<file path="config.mk">
export PLATFORM = sky130hd
export DESIGN_NAME = parking_gate_ctrl_flat
export DESIGN_NICKNAME = d
export VERILOG_FILES = /design/src/rtl/parking_gate_ctrl_pkg.sv /design/src/rtl/parking_gate_ctrl_if.sv /design/src/rtl/parking_gate_ctrl_free_slot_finder.sv /design/src/rtl/parking_gate_ctrl.sv /design/src/flat_wrapper.sv
export SDC_FILE = /design/constraint.sdc
export NUM_CORES = 1
export LEC_CHECK = 0
export ABC_AREA = 1
export CORE_ASPECT_RATIO = 1.1
export CORE_UTILIZATION = 55
export CTS_BUF_LIST = sky130_fd_sc_hd__clkbuf_8 sky130_fd_sc_hd__clkbuf_16
export DETAILED_ROUTE_END_ITERATION = 8
export PLACE_DENSITY = 0.84
export REMOVE_ABC_BUFFERS = 1
export SYNTH_ARGS = -nofsm -noshare
export SYNTH_HDL_FRONTEND = slang
export SYNTH_SLANG_ARGS = --single-unit
</file>
<file path="constraint.sdc">
create_clock -name clk -period 2.6 [get_ports clk]
set_input_delay 0.52 -clock clk [delete_from_list [all_inputs] [get_ports clk]]
set_output_delay 0.52 -clock clk [all_outputs]
set_load 0.01 [all_outputs]
</file>
<file path="src/rtl/parking_gate_ctrl_pkg.sv">
// Shared types and defaults for the parking gate controller.
// Optional macro PARKING_OCC_COUNT_EN enables the registered occupancy count.
package parking_pkg;

  typedef enum logic [1:0] {
    IDLE,
    OPEN_IN,
    OPEN_OUT
  } gate_state_t;

  localparam int NUM_SLOTS_DEF        = 8;
  localparam int GATE_OPEN_CYCLES_DEF = 16;

endpackage

</file>
<file path="src/rtl/parking_gate_ctrl_if.sv">
// Request/grant and status bundle between the gate and the controller.
// Carries occ_count only when PARKING_OCC_COUNT_EN is defined.
interface parking_gate_ctrl_if
  import parking_pkg::*;
#(
  parameter int NUM_SLOTS = NUM_SLOTS_DEF,
  parameter int SLOT_W    = $clog2(NUM_SLOTS)
) ();

  logic                 entry_req;
  logic                 exit_req;
  logic [SLOT_W-1:0]    exit_slot;
  logic                 pass_sensor;
  logic                 entry_ack;
  logic                 exit_ack;
  logic                 reject;
  logic                 exit_err;
  logic [SLOT_W-1:0]    assigned_slot;
  logic                 gate_open;
  logic                 busy;
  logic                 full;
  logic [NUM_SLOTS-1:0] slot_occupied;
`ifdef PARKING_OCC_COUNT_EN
  logic [SLOT_W:0]      occ_count;
`endif

  modport master (
`ifdef PARKING_OCC_COUNT_EN
    input  occ_count,
`endif
    output entry_req,
    output exit_req,
    output exit_slot,
    output pass_sensor,
    input  entry_ack,
    input  exit_ack,
    input  reject,
    input  exit_err,
    input  assigned_slot,
    input  gate_open,
    input  busy,
    input  full,
    input  slot_occupied
  );

  modport slave (
`ifdef PARKING_OCC_COUNT_EN
    output occ_count,
`endif
    input  entry_req,
    input  exit_req,
    input  exit_slot,
    input  pass_sensor,
    output entry_ack,
    output exit_ack,
    output reject,
    output exit_err,
    output assigned_slot,
    output gate_open,
    output busy,
    output full,
    output slot_occupied
  );

endinterface

</file>
<file path="src/rtl/parking_gate_ctrl_free_slot_finder.sv">
// Lowest-zero priority encoder over the occupancy map.
// Does not depend on PARKING_OCC_COUNT_EN.
module free_slot_finder
  import parking_pkg::*;
#(
  parameter int NUM_SLOTS = NUM_SLOTS_DEF,
  parameter int SLOT_W    = $clog2(NUM_SLOTS)
) (
  input  logic [NUM_SLOTS-1:0] slot_occupied,
  output logic [SLOT_W-1:0]    slot,
  output logic                 any_free
);

  // Scan downward so the lowest free index is written last.
  always_comb begin
    slot     = '0;
    any_free = 1'b0;
    for (int i = NUM_SLOTS - 1; i >= 0; i--) begin
      if (!slot_occupied[i]) begin
        slot     = SLOT_W'(i);
        any_free = 1'b1;
      end
    end
  end

endmodule

</file>
<file path="src/rtl/parking_gate_ctrl.sv">
// Gate controller: arbitration, slot allocation, barrier FSM, occupancy.
// Define PARKING_OCC_COUNT_EN to add the registered occ_count output.
module parking_gate_ctrl
  import parking_pkg::*;
#(
  parameter int NUM_SLOTS        = NUM_SLOTS_DEF,
  parameter int SLOT_W           = $clog2(NUM_SLOTS),
  parameter int GATE_OPEN_CYCLES = GATE_OPEN_CYCLES_DEF
) (
  input  logic                clk,
  input  logic                rst,
  parking_gate_ctrl_if.slave  bus
);

  localparam int TW = (GATE_OPEN_CYCLES > 2) ?
                      $clog2(GATE_OPEN_CYCLES) : 1;
  localparam logic [TW-1:0] T_LAST = TW'(GATE_OPEN_CYCLES - 1);

  gate_state_t          state;
  logic [TW-1:0]        timer;
  logic [SLOT_W-1:0]    exit_slot_q;
  logic [SLOT_W-1:0]    free_slot;
  logic                 any_free;

  free_slot_finder #(
    .NUM_SLOTS (NUM_SLOTS),
    .SLOT_W    (SLOT_W)
  ) u_finder (
    .slot_occupied (bus.slot_occupied),
    .slot          (free_slot),
    .any_free      (any_free)
  );

`ifdef PARKING_OCC_COUNT_EN
  assign bus.full = (bus.occ_count == (SLOT_W+1)'(NUM_SLOTS));
`else
  assign bus.full = &bus.slot_occupied;
`endif

  assign bus.busy = (state != IDLE);

  always_ff @(posedge clk) begin
    if (rst) begin
      state             <= IDLE;
      timer             <= '0;
      exit_slot_q       <= '0;
      bus.entry_ack     <= 1'b0;
      bus.exit_ack      <= 1'b0;
      bus.reject        <= 1'b0;
      bus.exit_err      <= 1'b0;
      bus.assigned_slot <= '0;
      bus.gate_open     <= 1'b0;
      bus.slot_occupied <= '0;
`ifdef PARKING_OCC_COUNT_EN
      bus.occ_count     <= '0;
`endif
    end else begin
      bus.entry_ack <= 1'b0;
      bus.exit_ack  <= 1'b0;
      bus.reject    <= 1'b0;
      bus.exit_err  <= 1'b0;
      unique case (state)
        IDLE: begin
          priority case (1'b1)
            bus.exit_req && bus.slot_occupied[bus.exit_slot]: begin
              bus.exit_ack <= 1'b1;
              exit_slot_q  <= bus.exit_slot;
              timer        <= '0;
              state        <= OPEN_OUT;
            end
            bus.exit_req: bus.exit_err <= 1'b1;
            bus.entry_req && !bus.full && any_free: begin
              bus.entry_ack     <= 1'b1;
              bus.assigned_slot <= free_slot;
              timer             <= '0;
              state             <= OPEN_IN;
            end
            bus.entry_req: bus.reject <= 1'b1;
            default: ;
          endcase
        end
        OPEN_IN, OPEN_OUT: begin
          // The ack cycle keeps the barrier shut; it opens one cycle later.
          if (bus.pass_sensor) begin
            if (state == OPEN_IN) begin
              bus.slot_occupied[bus.assigned_slot] <= 1'b1;
`ifdef PARKING_OCC_COUNT_EN
              bus.occ_count <= bus.occ_count + 1'b1;
`endif
            end else begin
              bus.slot_occupied[exit_slot_q] <= 1'b0;
`ifdef PARKING_OCC_COUNT_EN
              bus.occ_count <= bus.occ_count - 1'b1;
`endif
            end
            bus.gate_open <= 1'b0;
            timer         <= '0;
            state         <= IDLE;
          end else if (!bus.gate_open) begin
            bus.gate_open <= 1'b1;
          end else if (timer == T_LAST) begin
            bus.gate_open <= 1'b0;
            timer         <= '0;
            state         <= IDLE;
          end else begin
            timer <= timer + 1'b1;
          end
        end
        default: state <= IDLE;
      endcase
    end
  end

endmodule
</file>
<file path="src/flat_wrapper.sv">
// flat-port wrapper written by rule: the top's interface ports become plain ports
module parking_gate_ctrl_flat import parking_pkg::*;
#(
  parameter int NUM_SLOTS        = NUM_SLOTS_DEF,
  parameter int SLOT_W           = $clog2(NUM_SLOTS),
  parameter int GATE_OPEN_CYCLES = GATE_OPEN_CYCLES_DEF
)
  (clk, rst, bus_entry_req, bus_exit_req, bus_exit_slot, bus_pass_sensor, bus_entry_ack, bus_exit_ack, bus_reject, bus_exit_err, bus_assigned_slot, bus_gate_open, bus_busy, bus_full, bus_slot_occupied);
  parking_gate_ctrl_if #(.NUM_SLOTS(NUM_SLOTS), .SLOT_W(SLOT_W)) bus_i ();
  input  logic clk;
  input  logic rst;
  input wire logic [$bits(bus_i.entry_req)-1:0] bus_entry_req;
  input wire logic [$bits(bus_i.exit_req)-1:0] bus_exit_req;
  input wire logic [$bits(bus_i.exit_slot)-1:0] bus_exit_slot;
  input wire logic [$bits(bus_i.pass_sensor)-1:0] bus_pass_sensor;
  output wire logic [$bits(bus_i.entry_ack)-1:0] bus_entry_ack;
  output wire logic [$bits(bus_i.exit_ack)-1:0] bus_exit_ack;
  output wire logic [$bits(bus_i.reject)-1:0] bus_reject;
  output wire logic [$bits(bus_i.exit_err)-1:0] bus_exit_err;
  output wire logic [$bits(bus_i.assigned_slot)-1:0] bus_assigned_slot;
  output wire logic [$bits(bus_i.gate_open)-1:0] bus_gate_open;
  output wire logic [$bits(bus_i.busy)-1:0] bus_busy;
  output wire logic [$bits(bus_i.full)-1:0] bus_full;
  output wire logic [$bits(bus_i.slot_occupied)-1:0] bus_slot_occupied;
  assign bus_i.entry_req = bus_entry_req;
  assign bus_i.exit_req = bus_exit_req;
  assign bus_i.exit_slot = bus_exit_slot;
  assign bus_i.pass_sensor = bus_pass_sensor;
  assign bus_entry_ack = bus_i.entry_ack;
  assign bus_exit_ack = bus_i.exit_ack;
  assign bus_reject = bus_i.reject;
  assign bus_exit_err = bus_i.exit_err;
  assign bus_assigned_slot = bus_i.assigned_slot;
  assign bus_gate_open = bus_i.gate_open;
  assign bus_busy = bus_i.busy;
  assign bus_full = bus_i.full;
  assign bus_slot_occupied = bus_i.slot_occupied;
  parking_gate_ctrl #(.NUM_SLOTS(NUM_SLOTS), .SLOT_W(SLOT_W), .GATE_OPEN_CYCLES(GATE_OPEN_CYCLES)) u_core (.clk(clk), .rst(rst), .bus(bus_i));
endmodule
</file>
=== After elaboration in Yosys (flattened, before gate mapping) ===
Index checks and enable logic that the tools add are counted.

* Bitwise logic cells: 6
* $add $sub $neg: 1
* Eq/ne operators: 7
* Magnitude comparators: 5
* Reductions and logical operators: 20
* Mux-type cells: 44

{| class="wikitable"
|+ Operators by type and width
! kind !! number
|-
| 3-bit two-way mux || 8
|-
| 4-bit two-way mux || 6
|-
| 1-bit two-way mux || 18
|-
| 3-bit by 4-bit less-than comparator with 1-bit output (second input constant) || 3
|-
| 2-bit two-way mux || 6
|-
| 4-bit AND reduction || 3
|-
| 3-bit by 2-bit inequality test with 1-bit output (second input constant) || 3
|-
| 8-bit bitwise AND || 1
|-
| 8-bit two-way mux || 1
|-
| 8-bit NOT || 1
|-
| 8-bit bitwise OR || 1
|-
| 4-bit case mux with 2 select lines || 1
|-
| 8-bit AND reduction || 1
|-
| 1-bit demux with 3-bit select || 2
|-
| 3-bit by 1-bit greater-or-equal comparator with 1-bit output (second input constant) || 2
|-
| 1-bit logical AND || 5
|-
| 5-bit OR reduction || 1
|-
| 4-bit by 1-bit adder with 4-bit output (second input constant) || 1
|-
| 4-bit == test (second input constant) || 1
|-
| 2-bit case mux with 2 select lines || 1
|-
| 2-bit AND reduction || 2
|-
| 2-bit nonzero test || 2
|-
| 2-bit OR reduction || 2
|-
| 4-bit OR reduction || 1
|-
| 8 further kinds || 10
|}

* Flip-flop bits (word level): 25
* Logic and storage cells: 93
* Output and inout bits: 18
* Bits of input ports: 8

=== Longest topological paths before layout ===
* Word-level depth: 13
* Gate-level depth with buffers: 12
* Depth with buffers taken out: 12

=== Hierarchy ===
From an unflattened synthesis, not the netlist that was laid out.

* Cells, all modules: 222
* Area total of the unflattened synthesis: 1417.6 µm²

{| class="wikitable"
|+ Modules (own cells, without submodules)
! module !! area an instance (µm²) !! sequential area each (µm²) !! cells an instance !! times used
|-
| parking_gate_ctrl || 1338.8 || 500.5 || 204 || 1
|-
| free_slot_finder || 78.8 || 0.0 || 18 || 1
|}

=== Worst setup path before layout ===
OpenSTA, ideal clock, no wires.

* Path type: register -> register
* Start point: register u_core.state[0]
* End point: register u_core.timer[0]
* Library setup time: 0.064 ns
* Period minus slack after synthesis: 1.498 ns
* Path slack: 1.102 ns
* Required time: 2.536 ns
* Path buffers: 0
* Arrival time: 1.434 ns
* Stages on the path, launching flop included: 10
* Path through: dfxtp_1 > inv_1 > ha_1 > inv_1 > nor2_1 > nand2_1 > or2_2 > nand3_1 > nand2_1 > nor2_1

* Cells in the longest elaborated chain, start to end: 4
* Elaborated cells on any way between the ends: 10
* Classes of those cells: eq/ne: 5; mux: 1; reduce/logical: 4

{| class="wikitable"
|+ RTL lines
! what !! RTL line !! text
|-
| start: declaration || parking_gate_ctrl.sv:19 || <nowiki>gate_state_t state;</nowiki>
|-
| start signal: assignment || parking_gate_ctrl.sv:44 || <nowiki>state <= IDLE;</nowiki>
|-
| start signal: assignment || parking_gate_ctrl.sv:69 || <nowiki>state <= OPEN_OUT;</nowiki>
|-
| start signal: assignment || parking_gate_ctrl.sv:76 || <nowiki>state <= OPEN_IN;</nowiki>
|-
| 2-bit == test / 2-bit by 1-bit == test with 1-bit output (equally long branches) || parking_gate_ctrl.sv:62 || <nowiki>unique case (state)</nowiki>
|-
| 2-bit OR reduction || parking_gate_ctrl.sv:62 ||
|-
| 3-bit by 2-bit inequality test with 1-bit output (no source line) / 2-bit nonzero test (equally long branches) || - ||
|-
| 4-bit AND reduction (no source line) || - ||
|-
| end signal: assignment || parking_gate_ctrl.sv:106 || <nowiki>timer <= timer + 1'b1;</nowiki>
|-
| end: declaration || parking_gate_ctrl.sv:20 || <nowiki>logic [TW-1:0] timer;</nowiki>
|}

Several ways; a longest one is shown, not always the timed one.
A chain may end at the register's enable or synchronous reset.

=== Worst setup path in the final report ===
* Start point: register u_core.bus.slot_occupied[1]
* End point: output port bus_full

* Cells in the longest elaborated chain, start to end: 1

{| class="wikitable"
|+ RTL lines
! what !! RTL line !! text
|-
| start: declaration || parking_gate_ctrl_if.sv:62 || <nowiki>output slot_occupied</nowiki>
|-
| start signal: assignment || parking_gate_ctrl.sv:53 || <nowiki>bus.slot_occupied <= '0;</nowiki>
|-
| start signal: indexed assignment || parking_gate_ctrl.sv:86 || <nowiki>bus.slot_occupied[bus.assigned_slot] <= 1'b1;</nowiki>
|-
| start signal: indexed assignment || parking_gate_ctrl.sv:91 || <nowiki>bus.slot_occupied[exit_slot_q] <= 1'b0;</nowiki>
|-
| 8-bit AND reduction || parking_gate_ctrl.sv:37 || <nowiki>assign bus.full = &bus.slot_occupied;</nowiki>
|-
| end: declaration || flat_wrapper.sv:23 || <nowiki>output wire logic [$bits(bus_i.full)-1:0] bus_full;</nowiki>
|}

No other way between the ends.

==> metrics.txt <==
Layout area overhead=24.1%; DRT Pass-1 Iters=4; diodes inserted=0; vias in the first global route=about 1400; Max Slew Vio Count=0; multi-input logic area=between 700 and 800 µm²; Worst setup EP type=output port; CP bufs+invs=2; post-CTS sizing=0; CP required=approximately 2.1 ns; largest net degree at the start of global routing=15; Leak=approximately 0.76 nW; total power draw=0.00139 W; unrepaired setup endpoints after global routing=false; final setup violation count=0; worst hold-check path type=flip-flop to flip-flop; post-synthesis xor/xnor area fraction=0; pwr/cell area=810 mW/mm²; YS warnings=0; fill count=roughly 210; Synth Instances=207; Final Skew=~0.0020 ns; Port Buffers=25; post-CTS setup buffer count=0; ANT nets after route=0; die area=0.00271 mm²; Root Driver=clkbuf_8; CTS tree=done; CTS clk-pin slew, worst paths=~0.08 ns; post-synthesis sequential area ratio=0.363; Synth Flop Type=dfxtp_1; fin nets=248; status=finished clean; Crit Path Category=flip-flop to output port; max_slew headroom=0.716; mux share of post-synthesis cell area=0; DRC viols=0; Tmin final=2.24 ns; Max Root-Sink Buffers=2; first-pass GRT wire length=5820 µm; hold_buf cts=0; Final HPWL DP=2730 µm; Worst Max-Slew Pin Slew=0.425 ns; TNS Setup=0 ns; gr usage total=0.289; EDFF count, synth=0; Synth top area share=0.363; total CTS buffers=3; routed wire length=3530 µm; Post-Synth Simple-Gate Area=0.356; top post-synthesis cells by area=dfxtp_1, nand2_1, inv_1; most used cell, CP=nand2_1; share of cells above drive strength 1=0.0766; fin crit share=0.860; Final Instance Area=0.00171 mm²; die extent in x=slightly below 50 µm; DR iter-0 viols=36; cell area after synthesis=0.00138 mm²; routed len/inst=between 10 and 15 µm; Unique masters post-synth=26; gr ovfl total=0; DP Area=approximately 0.0017 mm²; CP max FO=6; post-synthesis adder-cell area fraction=0.0363; peak supply drop=between 0.0006 and 0.0007 V; Die Ht=roughly 55 µm; Yosys top cell by area=dfxtp_1; Core ar.=0.00230 mm²; Top Family by Delay on Critical Path=buffers and inverters; Sequential Area=500 µm²; Max Fclk=0.447 GHz; Final Hold Viols=0; Compound-Gate Fraction of Synth Area=0.144; Starting Density=0.600; Mapped Avg Cell Area=6.66 µm²; worst skew pair latency=~0.27 ns; Max stage delay cell, worst path=clkdlybuf4s50_1; gpl congestion=0.890; H-tree Lvls=1; CP peak stage delay=around 0.52 ns; Sink Count=25; max-cap violations=0; ys async rst share=0; DR vias/cell=about 5.5; crit-path cells=nand2_1 -> nor2_1 -> nand2_1 -> inv_1 -> clkdlybuf4s50_1; routed via count=about 1500; CP arrival=1.72 ns; # rows=18; #FFs+latches synth=25; Top Ports=26; largest family of logic cells by synthesized area=simple AND/OR/NAND/NOR gates; crit start category=flip-flop; initial antenna violation count=0
flip-flops by register name, indices dropped and copies added, names as in the netlist:
signal                    flops
u_core.bus.assigned_slot      3
u_core.bus.entry_ack          1
u_core.bus.exit_ack           1
u_core.bus.exit_err           1
u_core.bus.gate_open          1
u_core.bus.reject             1
u_core.bus.slot_occupied      8
u_core.exit_slot_q            3
u_core.state                  2
u_core.timer                  4
layer usage:
metal  GRT usage  wire length (µm)  part of all wire  up-vias
met5           0                 0                 0        -
met4       0.167                78             0.022        0
met3      0.0333               189             0.054        9
met2       0.525              1770              0.50       59
met1       0.335              1500              0.42      673
li1            -                 -                 -      727
worst min-delay path, stage by stage, from the launching register on:
cell	delay, ns
dfxtp_1	0.33
nor2_1	0.10
nor2_1	0.05
where the power goes:
| part | total (W) | leakage [nW] | switching (W) | internal, W |
|---|---|---|---|---|
| combinational | 0.000640 | 0.525 | 0.000386 | 0.000254 |
| sequential | 0.000519 | 0.204 | 0.0000669 | 0.000452 |
| clock | 0.000228 | 0.0269 | 0.000122 | 0.000106 |
Yosys cell counts, types with 2 or more instances:
| library cell | n |
|---|---|
| nand2_1 | 35 |
| nand4_1 | 2 |
| o21ai_0 | 8 |
| inv_2 | 2 |
| nor3_1 | 10 |
| nor2_1 | 27 |
| nand3_1 | 19 |
| a21oi_2 | 2 |
| dfxtp_1 | 25 |
| or2_2 | 2 |
| inv_1 | 33 |
| nand2_2 | 2 |
| a21oi_1 | 24 |
| ha_1 | 4 |
path summary, 6_finish.rpt:
path                                                      to                                     start  slack (ns)  cells after the start
worst max-delay path                                bus_full  u_core.bus.slot_occupied[1]$_SDFFE_PP0P_        0.36                      5
worst min-delay path            u_core.timer[1]$_SDFFE_PP0P_              u_core.timer[1]$_SDFFE_PP0P_        0.52                      2
worst max register to register  u_core.timer[0]$_SDFFE_PP0P_              u_core.state[0]$_SDFFE_PP0P_        0.84                      9
worst min register to register  u_core.timer[1]$_SDFFE_PP0P_              u_core.timer[1]$_SDFFE_PP0P_        0.52                      2
logic make-up (layout without fill, tap and decap cells):
group	Yosys count	in the layout
AO/OA/AOI/OAI	37	37
flip-flops	25	25
adder cells (fa/ha/maj)	4	4
AND/OR/NAND/NOR	104	104
buffers and inverters	37	65
through the flow:
stage | cells | utilization | hold slack (ns) | setup WS [ns]
floorplan | 205 | - | 0.478 | 1.10
global route | 265 | 0.745 | 0.532 | 0.265
CTS | 265 | 0.745 | 0.514 | 0.379
finish | 265 | 0.745 | 0.515 | 0.363
detailed placement | 261 | 0.725 | 0.501 | 0.336
global placement | 261 | 0.725 | 0.488 | 0.423
cell type report:
| class | instances | share of cell area |
|---|---|---|
| Tap cell | 30 | 0.0219 |
| Sequential cell | 25 | 0.292 |
| Inverter | 35 | 0.0768 |
| Clock buffer | 3 | 0.0241 |
| Multi-Input combinational cell | 145 | 0.432 |
| Timing Repair Buffer | 26 | 0.151 |
| Clock inverter | 1 | 0.00219 |
placed cells by master (no fill, tap or decap):
master           instances
o21ai_0                  8
inv_2                    2
nand3b_2                 1
a21oi_2                  2
nor3_1                  10
nand3_4                  1
nand3_1                 19
or2_2                    2
o21a_1                   1
nor2_4                   1
nor2_1                  27
dfxtp_1                 25
nand3b_1                 1
nand4_1                  2
a31oi_1                  1
o31ai_1                  1
a21oi_1                 24
inv_1                   34
ha_1                     4
clkdlybuf4s50_1         25
clkbuf_8                 3
buf_4                    1
nand3_2                  1
nand2_2                  2
nand2_1                 35
nand2_4                  1
nor2_2                   1
(Power assumes the default switching activity.)
